[config.mk]
export PLATFORM = sky130hd
export DESIGN_NAME = inst_encoder
export DESIGN_NICKNAME = d
export VERILOG_FILES = /design/src/rtl/inst_encoder.sv
export SDC_FILE = /design/constraint.sdc
export NUM_CORES = 1
export LEC_CHECK = 0
export ABC_AREA = 0
export ABC_CLOCK_PERIOD_IN_PS = 3160
export BUFFER_PORTS_ARGS = -buffer_cell sky130_fd_sc_hd__buf_2
export CORE_MARGIN = 2
export CORE_UTILIZATION = 26
export CTS_BUF_LIST = sky130_fd_sc_hd__clkbuf_4 sky130_fd_sc_hd__clkbuf_8 sky130_fd_sc_hd__clkbuf_16
export CTS_CLUSTER_DIAMETER = 100
export DETAILED_ROUTE_END_ITERATION = 16
export RECOVER_POWER = 25
export SLEW_MARGIN = 30
export SYNTH_ARGS = -nofsm -noshare
export SYNTH_HDL_FRONTEND = slang
export SYNTH_SLANG_ARGS = --single-unit
[constraint.sdc]
create_clock -name clk -period 3.16 [get_ports clk]
set_clock_uncertainty 0.1 [all_clocks]
set_input_delay 0.632 -clock clk [delete_from_list [all_inputs] [get_ports clk]]
set_output_delay 0.632 -clock clk [all_outputs]
set_load 0.005 [all_outputs]
[src/rtl/inst_encoder.sv]
// Streaming RV32I instruction encoder: packs fields by type into a 32-bit word,
// flags type/opcode mismatches and misaligned branch/jump offsets, and buffers words in a 2-entry FIFO.
module inst_encoder #(
  parameter int ADDR_W = 8
) (
  input  logic              clk,
  input  logic              rst,
  input  logic              in_valid,
  output logic              in_ready,
  input  logic [2:0]        op_type,
  input  logic [6:0]        opcode,
  input  logic [4:0]        rd,
  input  logic [4:0]        rs1,
  input  logic [4:0]        rs2,
  input  logic [2:0]        funct3,
  input  logic [6:0]        funct7,
  input  logic [31:0]       imm,
  output logic              out_valid,
  input  logic              out_ready,
  output logic [31:0]       out_word,
  output logic [ADDR_W-1:0] out_addr,
  output logic              out_err,
  output logic [7:0]        err_cnt
);

  typedef enum logic [2:0] {
    TYPE_I = 3'd0,
    TYPE_S = 3'd2,
    TYPE_B = 3'd3,
    TYPE_U = 3'd4,
    TYPE_J = 3'd5,
    TYPE_R = 3'd6
  } op_type_e;

  localparam logic [31:0] NOP = 32'h0000_0013;

  op_type_e    exp_type;
  logic        known_op;
  logic        type_legal;
  logic        enc_err;
  logic [31:0] packed_word;
  logic [31:0] enc_word;

  // NOTE: every always_comb output gets a default first so no path leaves it unassigned (no latch).
  always_comb begin
    exp_type = TYPE_I;
    known_op = 1'b1;
    case (opcode)
      7'b0110011:                         exp_type = TYPE_R;
      7'b0010011, 7'b1100111, 7'b1110011: exp_type = TYPE_I;
      7'b0100011:                         exp_type = TYPE_S;
      7'b1100011:                         exp_type = TYPE_B;
      7'b1101111:                         exp_type = TYPE_J;
      7'b0110111, 7'b0010111:             exp_type = TYPE_U;
      default:                            known_op = 1'b0;
    endcase
  end

  assign type_legal = (op_type != 3'd1) && (op_type != 3'd7);
  assign enc_err    = !type_legal || !known_op || (op_type != exp_type) ||
                      (((op_type == TYPE_B) || (op_type == TYPE_J)) && imm[0]);

  always_comb begin
    packed_word = NOP;
    case (op_type)
      TYPE_R: packed_word = {funct7, rs2, rs1, funct3, rd, opcode};
      TYPE_I: packed_word = {imm[11:0], rs1, funct3, rd, opcode};
      TYPE_S: packed_word = {imm[11:5], rs2, rs1, funct3, imm[4:0], opcode};
      TYPE_B: packed_word = {imm[12], imm[10:5], rs2, rs1, funct3, imm[4:1], imm[11], opcode};
      TYPE_U: packed_word = {imm[31:12], rd, opcode};
      TYPE_J: packed_word = {imm[20], imm[10:1], imm[11], imm[19:12], rd, opcode};
      default: packed_word = NOP;
    endcase
  end

  assign enc_word = enc_err ? NOP : packed_word;

  logic [31:0]       mem_word [2];
  logic [ADDR_W-1:0] mem_addr [2];
  logic              mem_err  [2];
  logic              wr_ptr;
  logic              rd_ptr;
  logic [1:0]        count;
  logic [ADDR_W-1:0] wr_addr;
  logic              push;
  logic              pop;

  assign in_ready  = (count < 2'd2);
  assign out_valid = (count != 2'd0);
  assign push      = in_valid && in_ready;
  assign pop       = out_valid && out_ready;

  // NOTE: FIFO storage has no reset; out_* are gated by out_valid so stale entries never show.
  always_ff @(posedge clk) begin
    if (push) begin
      mem_word[wr_ptr] <= enc_word;
      mem_addr[wr_ptr] <= wr_addr;
      mem_err[wr_ptr]  <= enc_err;
    end
  end

  // NOTE: sequential state uses non-blocking assignments only, so every flop samples pre-edge values.
  always_ff @(posedge clk) begin
    if (rst) begin
      wr_ptr  <= 1'b0;
      rd_ptr  <= 1'b0;
      count   <= 2'd0;
      wr_addr <= '0;
      err_cnt <= 8'd0;
    end else begin
      if (push) begin
        wr_ptr  <= ~wr_ptr;
        wr_addr <= wr_addr + ADDR_W'(1);
        if (enc_err && (err_cnt != 8'hFF))
          err_cnt <= err_cnt + 8'd1;
      end
      if (pop)
        rd_ptr <= ~rd_ptr;
      if (push && !pop)
        count <= count + 2'd1;
      else if (!push && pop)
        count <= count - 2'd1;
    end
  end

  assign out_word = out_valid ? mem_word[rd_ptr] : '0;
  assign out_addr = out_valid ? mem_addr[rd_ptr] : '0;
  assign out_err  = out_valid ? mem_err[rd_ptr]  : 1'b0;

endmodule

==> out/qor.json, run 1 <==
{
  "status": {
    "status": "completed"
  },
  "sta": {
    "maximum_clock_frequency_ghz": 0.385,
    "max_slew_margin": 0.203,
    "rsz0062_at_grt": "no",
    "setup_viol": 0,
    "period_share": 0.821,
    "period_minus_slack_ps": 2590,
    "worst_pin_slew_ps": 1200,
    "finalHoldViolCount": 0,
    "slew_viol_final": 0,
    "final.setup.tns_ps": 0
  },
  "routing": {
    "routed-via-count": 3604,
    "vias_per_cell": 4.67,
    "detailedRoute.firstPassIterationCount": 5,
    "average_routed_wire_per_standard_cell_um": 15.8,
    "routed_wl_um": 12200,
    "route.detailed.drc": 0,
    "initialDrtViolationCount": 179,
    "detail-route-antenna-nets": 0
  },
  "global_route": {
    "global_route.overflow_total": 0,
    "groute.usage.overall": 0.127,
    "grt_pass1_vias": 3777,
    "grt_pass1_wl_um": 19300,
    "grt_antenna_before_repair": 1,
    "grt_max_degree": 42
  },
  "layout": {
    "filler_cell_count": 1826,
    "seq_cell_area_mm2": 0.00288,
    "nets": 611,
    "post_route_cells_drive_above_1_share": 0.297,
    "postLayoutCoreUtil": 0.332,
    "area_growth_syn_to_layout_pct": 24.4,
    "insertedDiodeCount": 0,
    "multi_input_comb_area_mm2": 0.00184
  },
  "floorplan": {
    "floorplan_core_area_mm2": 0.0181,
    "placement_rows": 49,
    "floorplan.initialDensity": 0.267,
    "die-height_um": 140,
    "io-pin-count": 122,
    "dieArea_mm2": 0.0197,
    "die-width_um": 140
  },
  "placement": {
    "gp_congestion": 0.790,
    "place.detailed.hpwl_um": 8770,
    "buffer_ports.inserted": 121
  },
  "worst_setup_path": {
    "cp_data_required_time_ps": 2430,
    "worstReg2RegEnd": "mem_word[0][22]",
    "path_max_fanout": 15,
    "worst-endpoint-arrival_ps": 1860,
    "worst_r2r_startpoint": "count[1]",
    "ff2ff_path_depth": 4,
    "setup.reg_to_reg.worst_slack_ps": 1060,
    "crit_path_end_kind": "output pin",
    "startpoint_kind_of_the_worst_setup_timing_path": "flop",
    "crit_type": "reg2out"
  },
  "clocking": {
    "h_tree_depth": 3,
    "clkLatencyLatePin_ps": 340,
    "cts.root.buffer_cell": "clkbuf_16",
    "num_cts_buffers": 9,
    "post_cts.resized_instances": 0,
    "hold_buffer_count_at_cts": 0,
    "cts_sinks": 103,
    "post-cts-setup-buffer-count": 0,
    "cts_tree": "built",
    "cts_max_path_buffers": 2,
    "path_clk_slew_ps": 70
  },
  "logic_synthesis": {
    "postSynthRegisterBits": 103,
    "async_s_r_ff_share_synth": 0,
    "seq_area_frac_synth": 0.597,
    "syn-instance-count": 414,
    "synth_top_cell_area_share": 0.510,
    "post_synthesis_instance_area_mm2": 0.00483,
    "avgSynthCellArea_um2": 11.7,
    "ys_dominant_reg_cell": "edfxtp_1",
    "synth-edff-count": 82,
    "count_of_yosys_warnings_during_synthesis": 0,
    "post_synth_main_area_contributors": "edfxtp_1 51%, mux2i_1 9.9%, dfxtp_1 8.7%, nor2_1 7.5%, a22oi_1 2.6%",
    "yosysTopAreaCell": "edfxtp_1",
    "post_synth_num_cell_types": 49
  },
  "hold_path": {
    "holdPathStages": 0,
    "worstHoldEndpoint": "mem_addr[1][7]",
    "hold_class": "reg2reg",
    "min-delay-start": "wr_addr[7]"
  },
  "pwr": {
    "power.density_mw_per_mm2": 667,
    "power_leakage_nw": 2.34,
    "worst_ir_drop_vdd_mv": 0.464
  },
  "flow_run": {
    "max_cap_violations": 0
  }
}
-- state kept, by name, indices dropped and copies added, names as in the netlist, named ones only --
register  flops
count         2
err_cnt       8
mem_addr     16
mem_err       2
mem_word     64
rd_ptr        1
wr_addr       8
wr_ptr        1
-- how the worst max path moves through the flow --
stage,startpoint,end,cells after the start
floorplan,in_valid,mem_addr[0][0],2
global placement,opcode[3],mem_word[0][31],8
detailed placement,opcode[3],mem_word[0][31],8
CTS,flop,out_word[31],4
global route,flop,out_addr[0],4
finish,flop,out_word[7],4
-- kinds of logic after synthesis --
group,count (synthesis),share of synthesized area
multiplexers,56,0.118
AO/OA/AOI/OAI,58,0.0842
XOR/XNOR,15,0.0272
AND/OR/NAND/NOR,148,0.140
adder cells (fa/ha/maj),3,0.00777
flip-flops,103,0.597
other,1,0.000776
buffers and inverters,30,0.0256
-- stage by stage --
stage | std cells | area [um2] | setup slack [ps] | hold WS, ps | total power [mW]
after floorplan | 417 | 4840 | 137 | 345 | 2.46
after global placement | 755 | 5730 | 404 | 359 | 2.96
after detailed placement | 755 | 5730 | 285 | 383 | 2.99
after CTS | 771 | 6030 | 521 | 407 | 4.09
after global routing | 771 | 6010 | 427 | 428 | 4.25
final | 771 | 6010 | 566 | 399 | 4.01
-- final cells by class --
type                       instances  area share
inverter                           8     0.00499
sequential                       103       0.480
clock buffer                      12      0.0452
timing repair buffer             131       0.111
multi-input combinational        284       0.307
clock inverter                     4     0.00437
tap                              229      0.0477
-- Yosys cell counts (2+ instances only) --
| library cell | count |
|---|---|
| o21ai_0 | 4 |
| nor2b_1 | 6 |
| buf_1 | 3 |
| xor2_1 | 9 |
| nand4_1 | 5 |
| nor3_1 | 2 |
| mux2_2 | 8 |
| mux2i_1 | 48 |
| clkbuf_1 | 15 |
| xnor2_1 | 6 |
| a21oi_1 | 15 |
| or3_1 | 2 |
| a22oi_1 | 17 |
| a211oi_1 | 2 |
| ha_1 | 3 |
| and2_2 | 3 |
| and2_1 | 2 |
| and3_1 | 2 |
| or4bb_1 | 2 |
| inv_2 | 2 |
| inv_1 | 6 |
| or2b_1 | 2 |
| edfxtp_1 | 82 |
| buf_2 | 3 |
| dfxtp_1 | 21 |
| a31oi_1 | 6 |
| nand2_1 | 10 |
| nand3_1 | 7 |
| a31o_2 | 3 |
| nor2_1 | 96 |
| nand2b_1 | 4 |
-- critical path, stage by stage, from the launching register on --
cell,delay (ps)
dfxtp_2,660
buf_4,370
mux2i_1,270
nor2_1,60
buf_2,140
-- metal layers --
layer,track usage,up-vias,share of wire
met3,0.0362,17,0.059
met2,0.219,98,0.48
met5,0,-,0.00090
met1,0.152,1741,0.44
met4,0.0425,2,0.017
li1,-,1746,-
-- cell usage in the layout, fill, tap and decap left out, drive strengths merged, types with 3 or more instances in the layout --
cell    count
buf       123
nor2       96
edfxtp     82
mux2i      48
dfxtp      21
clkbuf     20
a22oi      17
a21oi      15
nand2      10
inv        10
xor2        9
mux2        8
nand3       7
a31oi       6
nor2b       6
xnor2       6
nand4       5
and2        5
nand2b      4
o21ai       4
conb        4
a31o        3
ha          3
-- report_power, final --
part / total, mW / switching [mW] / leakage (nW) / internal (mW)
sequential: 1.79 / 0.101 / 0.948 / 1.68
combinational: 1.14 / 0.672 / 1.24 / 0.466
clock: 1.09 / 0.474 / 0.152 / 0.613
Note: power is estimated with default switching activity, not from simulation.
==> run 2: changes to the inputs <==
Settings changed: ABC_CLOCK_PERIOD_IN_PS 3160 to 2200.
Clock period 3.16 ns to 2.2 ns, I/O delays scaled along.
==> run 2 against run 1 <==
  * Sequential cell count unchanged
  * Worst hold slack got worse by 42 ps
  * First-iteration DRC count decreased by 15%
  * Core utilization increased by 1.1 points
  * Wire length decreased by 2.7%
  * Sequential power increased by 41%
  * Total power increased by 48%
  * Via count decreased by 0.36%
  * Clock power increased by 51%
  * Critical path depth increased by 5
  * Count of clock-buffer cells in the layout decreased by 1
  * Combinational power increased by 54%
  * Critical endpoint is now err_cnt[7]
  * Largest power group unchanged
  * Highest routed layer is now met4
==> out/qor.json, run 2 (synthesis gave the netlist of run 1 again) <==
{
  "routing": {
    "average_routed_wire_per_standard_cell": {"value": 15.1, "unit": "um", "change": "-4.7%"},
    "initialDrtViolationCount": {"value": 152, "change": "-15%"},
    "vias_per_cell": {"value": 4.56, "change": "-2.4%"},
    "routed_wl": {"value": 11900, "unit": "um", "change": "-2.7%"},
    "detailedRoute.firstPassIterationCount": {"value": 5, "change": "unchanged"},
    "routed-via-count": {"value": 3591, "change": "-0.36%"},
    "route.detailed.drc": {"value": 0, "change": "unchanged"},
    "detail-route-antenna-nets": {"value": 0, "change": "unchanged"}
  },
  "pwr": {
    "worst_ir_drop_vdd": {"value": 0.358, "unit": "mV", "change": "-23%"},
    "power.density": {"value": 954, "unit": "mW/mm2", "change": "+43%"},
    "power_leakage": {"value": 2.43, "unit": "nW", "change": "+3.8%"}
  },
  "layout": {
    "post_route_cells_drive_above_1_share": {"value": 0.317, "change": "+0.0202"},
    "nets": {"value": 627, "change": "+2.6%"},
    "top_library_cells_by_usage_in_the_layout_fill_and_taps_aside": "116 x buf_2, 94 x nor2_1, 82 x edfxtp_1",
    "insertedDiodeCount": {"value": 0, "change": "unchanged"},
    "postLayoutCoreUtil": {"value": 0.343, "change": "+0.0109"},
    "filler_cell_count": {"value": 1831, "change": "+0.27%"},
    "area_growth_syn_to_layout_pct": 28.5,
    "largest_registers": "mem_word x64, mem_addr x16",
    "max_reg_flops": {"value": 64, "change": "unchanged"},
    "layout_commonest_cell": "buf_2",
    "top_register": "mem_word"
  },
  "hold_path": {
    "hold_class": "in2reg"
  },
  "sta": {
    "worst_pin_slew": {"value": 878, "unit": "ps", "change": "-317 ps"},
    "rsz0062_at_grt": "no",
    "setup_viol": {"value": 0, "change": "unchanged"},
    "finalHoldViolCount": {"value": 0, "change": "unchanged"},
    "final.setup.tns": {"value": 0, "unit": "ps", "change": "unchanged"},
    "maximum_clock_frequency_ghz": 0.480,
    "period_share": 0.947,
    "max_slew_margin": {"value": 0.414, "change": "+0.211"},
    "slew_viol_final": {"value": 0, "change": "unchanged"},
    "period_minus_slack_ps": 2080
  },
  "global_route": {
    "grt_antenna_before_repair": {"value": 0, "change": "-1"},
    "grt_max_degree": {"value": 42, "change": "unchanged"},
    "global_route.overflow_total": {"value": 0, "change": "unchanged"},
    "grt_pass1_wl": {"value": 19000, "unit": "um", "change": "-1.9%"},
    "grt_pass1_vias": {"value": 3699, "change": "-2.1%"},
    "groute.usage.overall": {"value": 0.125, "change": "-0.00212"}
  },
  "clocking": {
    "cts_max_path_buffers": {"value": 2, "change": "unchanged"},
    "num_cts_buffers": {"value": 9, "change": "unchanged"},
    "cts_tree": "built",
    "path_clk_slew": {"value": 70, "unit": "ps", "change": "about the same"},
    "cts.root.buffer_cell": "clkbuf_16",
    "hold_buffer_count_at_cts": {"value": 0, "change": "unchanged"},
    "cts_sinks": {"value": 103, "change": "unchanged"},
    "post-cts-setup-buffer-count": {"value": 0, "change": "unchanged"},
    "post_cts.resized_instances": {"value": 0, "change": "unchanged"},
    "h_tree_depth": {"value": 3, "change": "unchanged"},
    "clkLatencyLatePin": {"value": 350, "unit": "ps", "change": "about the same"}
  },
  "worst_setup_path": {
    "cp_data_required_time": {"value": 2370, "unit": "ps", "change": "-60 ps"},
    "startpoint_kind_of_the_worst_setup_timing_path": "primary input",
    "crit_path_end_kind": "flop",
    "crit_type": "in2reg",
    "path_max_fanout": {"value": 7, "change": "-8"},
    "worst-endpoint-arrival": {"value": 2260, "unit": "ps", "change": "+400 ps"}
  },
  "floorplan": {
    "io-pin-count": {"value": 122, "change": "unchanged"},
    "placement_rows": {"value": 49, "change": "unchanged"},
    "floorplan_core_area": {"value": 0.0181, "unit": "mm2", "change": "unchanged"},
    "die-height": {"value": 140, "unit": "um", "change": "unchanged"},
    "die-width": {"value": 140, "unit": "um", "change": "unchanged"},
    "dieArea": {"value": 0.0197, "unit": "mm2", "change": "unchanged"},
    "floorplan.initialDensity": {"value": 0.267, "change": "unchanged"}
  },
  "flow_run": {
    "max_cap_violations": {"value": 0, "change": "unchanged"}
  },
  "placement": {
    "gp_congestion": {"value": 0.847, "change": "+7.3%"},
    "buffer_ports.inserted": {"value": 121, "change": "unchanged"},
    "place.detailed.hpwl": {"value": 8650, "unit": "um", "change": "-1.4%"}
  },
  "status": {
    "status": "completed"
  }
}
-- run 2: power by group --
| group | internal [mW] | switching [mW] |
|---|---|---|
| clock | 0.919 | 0.730 |
| combinational | 0.740 | 1.02 |
| sequential | 2.41 | 0.104 |
-- run 2: stage by stage --
| step | cells | total power [mW] | hold WS [ps] | area [um2] | worst slack (ps) |
|---|---|---|---|---|---|
| 2_1_floorplan | 417 | 3.53 | 345 | 4860 | 6.49 |
| 3_3_place_gp | 771 | 4.34 | 359 | 5910 | -198 |
| 3_5_place_dp | 771 | 4.38 | 372 | 5910 | -260 |
| 4_1_cts | 787 | 6.05 | 338 | 6220 | 21.1 |
| 5_1_grt | 787 | 6.30 | 357 | 6210 | 27.4 |
| 6_report | 787 | 5.93 | 357 | 6210 | 117 |
-- run 2: metal layers --
layer,track usage,wire (um)
met1,0.159,5400
met2,0.207,5620
met3,0.0243,593
met4,0.0526,230
met5,0,0
-- run 2: critical path: stages --
cell and delay, ps:
buf_2 130, or4bb_1 510, o211ai_2 100, and4_2 240
o2111a_2 240, inv_2 100, buf_4 170, a31o_2 200
a21oi_1 130
-- run 2: cell type report --
| class | count | area (um2) | area share |
|---|---|---|---|
| clock buffer | 11 | 275 | 0.0443 |
| sequential | 103 | 2880 | 0.465 |
| clock inverter | 5 | 41.3 | 0.00665 |
| inverter | 8 | 30.0 | 0.00484 |
| tap | 229 | 287 | 0.0462 |
| timing repair buffer | 147 | 825 | 0.133 |
| multi-input combinational | 284 | 1870 | 0.301 |
-- run 2: final timing paths --
kind / startpoint / end / slack, ps / cells past startpoint
setup / recovery: opcode[6] / err_cnt[7] / 120 / 9
hold / removal: rs1[0] / mem_word[1][15] / 360 / 3
setup reg to reg: err_cnt[3] / err_cnt[3] / 180 / 6
hold reg to reg: wr_addr[7] / mem_addr[1][7] / 390 / 0
